[config.mk]
export PLATFORM = sky130hd
export DESIGN_NAME = mux4_rr_arbiter
export DESIGN_NICKNAME = d
export VERILOG_FILES = /design/src/rtl/mux4_rr_arbiter_pkg.sv /design/src/rtl/mux4_rr_arbiter_mux.sv /design/src/rtl/mux4_rr_arbiter.sv
export SDC_FILE = /design/constraint.sdc
export NUM_CORES = 1
export LEC_CHECK = 0
export ABC_AREA = 1
export ABC_CLOCK_PERIOD_IN_PS = 1600
export CORE_ASPECT_RATIO = 0.7
export CORE_UTILIZATION = 31
export DETAILED_ROUTE_END_ITERATION = 7
export PLACE_DENSITY = 0.82
export SETUP_SLACK_MARGIN = 0.02
export SKIP_LAST_GASP = 1
export SYNTH_ARGS = -nofsm -noshare
export SYNTH_HDL_FRONTEND = slang
export SYNTH_HIERARCHICAL = 1
export SYNTH_SLANG_ARGS = --single-unit
[constraint.sdc]
create_clock -name clk -period 1.6 [get_ports clk]
set_input_delay 0.32 -clock clk [delete_from_list [all_inputs] [get_ports clk]]
set_output_delay 0.32 -clock clk [all_outputs]
set_load 0.01 [all_outputs]
[src/rtl/mux4_rr_arbiter_pkg.sv]
// Shared definitions for the round-robin arbiter: state encodings, requester
// count, select width and the rotating-priority winner function.
package mux4_rr_arbiter_pkg;

  localparam logic [0:0] ST_IDLE  = 1'b0;
  localparam logic [0:0] ST_GRANT = 1'b1;

  localparam int NUM_REQ = 4;
  localparam int SEL_W   = 2;

  // First set request bit scanning ptr, ptr+1, ... mod 4; returns ptr if none.
  function automatic logic [SEL_W-1:0] rr_pick(input logic [NUM_REQ-1:0] req,
                                               input logic [SEL_W-1:0]   ptr);
    logic [SEL_W-1:0] idx;
    rr_pick = ptr;
    for (int i = NUM_REQ - 1; i >= 0; i--) begin
      idx = ptr + SEL_W'(i);
      if (req[idx]) rr_pick = idx;
    end
  endfunction

endpackage

[src/rtl/mux4_rr_arbiter_mux.sv]
// Existing 4-to-1 datapath multiplexer; M follows the input picked by S.
module mux_4to1 #(
  parameter int WIDTH = 32
) (
  input  logic [WIDTH-1:0] A,
  input  logic [WIDTH-1:0] B,
  input  logic [WIDTH-1:0] C,
  input  logic [WIDTH-1:0] D,
  input  logic [1:0]       S,
  output logic [WIDTH-1:0] M
);

  always_comb begin
    M = A;
    case (S)
      2'd0: M = A;
      2'd1: M = B;
      2'd2: M = C;
      2'd3: M = D;
      default: M = A;
    endcase
  end

endmodule

[src/rtl/mux4_rr_arbiter.sv]
// Round-robin arbiter sequencing the select of mux_4to1 so four requesters
// share one output channel in bounded bursts under valid/ready.
module mux4_rr_arbiter
  import mux4_rr_arbiter_pkg::*;
#(
  parameter int WIDTH     = 32,
  parameter int MAX_BURST = 4
) (
  input  logic             clk,
  input  logic             rst,
  input  logic [3:0]       req,
  input  logic [WIDTH-1:0] A,
  input  logic [WIDTH-1:0] B,
  input  logic [WIDTH-1:0] C,
  input  logic [WIDTH-1:0] D,
  input  logic             out_ready,
  output logic [WIDTH-1:0] M,
  output logic [1:0]       S,
  output logic             out_valid,
  output logic [3:0]       ack,
  output logic             busy
);

  logic [0:0]       state_q, state_d;
  logic [SEL_W-1:0] sel_q, sel_d;
  logic [SEL_W-1:0] ptr_q, ptr_d;
  logic [3:0]       cnt_q, cnt_d;
  logic             accept;

  // Reset masks the handshake so a beat in flight at reset is never acked.
  assign out_valid = ~rst & (state_q == ST_GRANT) & req[sel_q];
  assign accept    = out_valid & out_ready;
  assign ack       = accept ? (4'b0001 << sel_q) : 4'b0000;
  assign busy      = (state_q == ST_GRANT);
  assign S         = sel_q;

  always_comb begin
    state_d = state_q;
    sel_d   = sel_q;
    ptr_d   = ptr_q;
    cnt_d   = cnt_q;
    case (state_q)
      ST_IDLE: begin
        if (req != 4'b0000) begin
          sel_d   = rr_pick(req, ptr_q);
          cnt_d   = 4'd0;
          state_d = ST_GRANT;
        end
      end
      ST_GRANT: begin
        if (!req[sel_q]) begin
          state_d = ST_IDLE;
          ptr_d   = sel_q + 2'd1;
        end else if (accept) begin
          if (cnt_q == 4'(MAX_BURST - 1)) begin
            state_d = ST_IDLE;
            ptr_d   = sel_q + 2'd1;
          end else begin
            cnt_d = cnt_q + 4'd1;
          end
        end
      end
      default: state_d = ST_IDLE;
    endcase
  end

  always_ff @(posedge clk) begin
    if (rst) begin
      state_q <= ST_IDLE;
      sel_q   <= '0;
      ptr_q   <= '0;
      cnt_q   <= '0;
    end else begin
      state_q <= state_d;
      sel_q   <= sel_d;
      ptr_q   <= ptr_d;
      cnt_q   <= cnt_d;
    end
  end

  mux_4to1 #(.WIDTH(WIDTH)) u_mux (
    .A(A),
    .B(B),
    .C(C),
    .D(D),
    .S(sel_q),
    .M(M)
  );

endmodule

==> impl_metrics.yaml <==
layout:
  n_fill_cell: 437
  layout_common_cells: "clkdlybuf4s50_1, nand3_1, nand2_1"
  final_layout_size_suffix_gt1_share_pct: 29.7
  diodes: 0
  final_nets: 669
  area.growth.synth_to_final_pct: 126
  final_cells: 603
  final_common_cell: "clkdlybuf4s50_1"
yosys:
  ys_ff_latch: 9
  synthesis.area_um2: 1880
  synth_top_area_share_pct: 26.4
  synthCells: 321
  ys_top_cells_by_area: "nand3_1, nand2_1, nand4_1"
  ys_seq_area_share_pct: 9.60
  yosysUniqueCellTypes: 26
  synth_top_cell_by_area: "nand3_1"
  syn_nets: 461
  yosysWarnings: 6
  syn_avg_cell_area_um2: 5.85
clock_network:
  cts_root_buffer: "clkbuf_8"
  htree_levels: 1
  clockBufferDepth: 2
  clock-sinks: 9
  clk_latency_ns: 0.24
  cts_tree: "yes"
  ctsHoldBuffers: 0
  cts_buffers: 3
  clk_transition_reported_paths_ns: 0.04
floorplanning:
  initial_utilization_pct: 32.4
  die_height_um: 67.1
  io_pins: 175
  core_um2: 5780
  die_area_um2: 6370
  rows: 23
  die_w_um: 95
timing:
  slew_headroom_pct: 75.0
  setup_violations: 34
  rsz0062_at_grt: "yes"
  final.setup_skew_ns: 0.00239
  finalCriticalPeriod_ns: 1.72
  min_period_over_period_pct: 107
  fmax_mhz: 583
  hold_violations: 0
  final.setup.worst_slack_ns: -0.116
  tightest_slew_ns: 0.374
  drv_slew: 0
power_and_ir_drop:
  pwr_density_cell_nw_per_um2: 1010
  p_leak_nw: 1.82
  ir_worst_vdd_mv: 0.756
  power_mw: 4.29
global_routing:
  grt_max_degree: 25
  grt_pass1_vias: 2852
  grt_antenna_before_repair: 0
  track_usage_pct: 27.9
  grt_overflow: 0
  grt_pass1_wl_mm: 13.9
placement:
  portBuffers: 174
  dp_cells: 570
  gp_congestion: 0.929
  dp_hpwl_mm: 6.93
detailed_routing:
  drtIter0Drc: 229
  detail_route.wl_per_cell_um: 17.5
  drc: 0
  via_count: 3179
  firstDrtPassIters: 4
  routed_wl_mm: 10.5
  avgViaCountPerCell: 5.27
  antenna_left: 0
critical_path:
  arrival_ns: 1.40
  worstPathRequired_ns: 1.28
  startpoint_type: "flip-flop"
  critPathKind: "reg2out"
  endpoint_kind: "primary output"
  critPathMaxFanout: 5
worst_hold_path:
  hold_class: "reg2reg"
job:
  cap_viol_max_count: 0
outcome:
  outcome: "finished, violations left"
  violations: "setup timing"
-- per-layer routing --
metal,GRT usage (%),vias up,wire length [um]
met5,0,-,0
met4,8.71,0,276
met3,5.94,33,1010
met2,48.6,161,5120
met1,34.4,1449,4130
li1,-,1536,-
-- worst paths after layout --
kind | startpoint | to | slack, ns | cells past startpoint
setup reg to reg | S[0]$_SDFFE_PP0P_ | cnt_q[1]$_SDFFE_PP0P_ | -0.06 | 13
hold / removal | cnt_q[3]$_SDFFE_PP0P_ | cnt_q[3]$_SDFFE_PP0P_ | 0.50 | 2
setup / recovery | S[0]$_SDFFE_PP0P_ | ack[1] | -0.12 | 8
hold reg to reg | cnt_q[3]$_SDFFE_PP0P_ | cnt_q[3]$_SDFFE_PP0P_ | 0.50 | 2
-- state kept, by name (all words and copies together) (netlist names) --
name   flops
S          2
busy       1
cnt_q      4
ptr_q      2
-- stage by stage --
step	worst slack (ns)	hold slack [ns]	area [um2]	TNS, ns	utilization (%)
after global placement	-0.573	0.477	3710	-10.86	64.2
after global routing	-0.184	0.528	4250	-3.99	73.4
final	-0.116	0.497	4250	-1.78	73.4
after CTS	-0.122	0.503	3880	-0.721	67.2
after floorplan	0.0950	0.389	1880	0	-
after detailed placement	-0.621	0.497	3710	-11.61	64.2
-- critical path, stage by stage, from the launching register on --
cell     delay [ns]
dfxtp_4        0.36
buf_6          0.13
buf_6          0.12
nand2_4        0.06
nand3_4        0.09
nand2_4        0.08
nand3_4        0.10
nor2_1         0.10
buf_2          0.13
-- kinds of logic after synthesis --
group / Yosys count / synth area share [%]
AND/OR/NAND/NOR: 246 / 66.1
buffers and inverters: 47 / 16.5
AO/OA/AOI/OAI: 12 / 3.47
flip-flops: 9 / 9.60
adder cells (fa/ha/maj): 5 / 3.33
XOR/XNOR: 2 / 0.934
-- report_power, final --
part / switching (mW) / leakage, nW / internal [mW] / total, mW
sequential: 0.0715 / 0.0751 / 0.275 / 0.346
clock: 0.0931 / 0.0228 / 0.174 / 0.267
combinational: 1.84 / 1.72 / 1.83 / 3.67
-- Yosys cell counts (all sizes together) --
| cell type | instances |
|---|---|
| nand3 | 112 |
| xnor2 | 1 |
| buf | 24 |
| o21ai | 6 |
| a21oi | 5 |
| xor2 | 1 |
| dfxtp | 9 |
| ha | 5 |
| nand2 | 85 |
| o22ai | 1 |
| inv | 23 |
| nand4 | 33 |
| nor2 | 16 |
-- layout make-up --
cell class	count	area (um2)	share of cell area, %
multi-input cells	265	1510	35.5
well taps	75	93.8	2.21
clock buffers	4	45.0	1.06
flip-flops and latches	9	188	4.42
repair buffers	227	2320	54.6
inverters	23	97.6	2.30
-- timing repair --
item | CTS | global route
resized for setup | 185 | 44
endpoints found under the setup margin | 40 | 44
setup buffers | 11 | 9
hold endpoints to repair | 0 | 0
gates cloned | 4 | 7
pin swaps | 6 | 11
No activity file was read; power rests on OpenSTA's default activity.
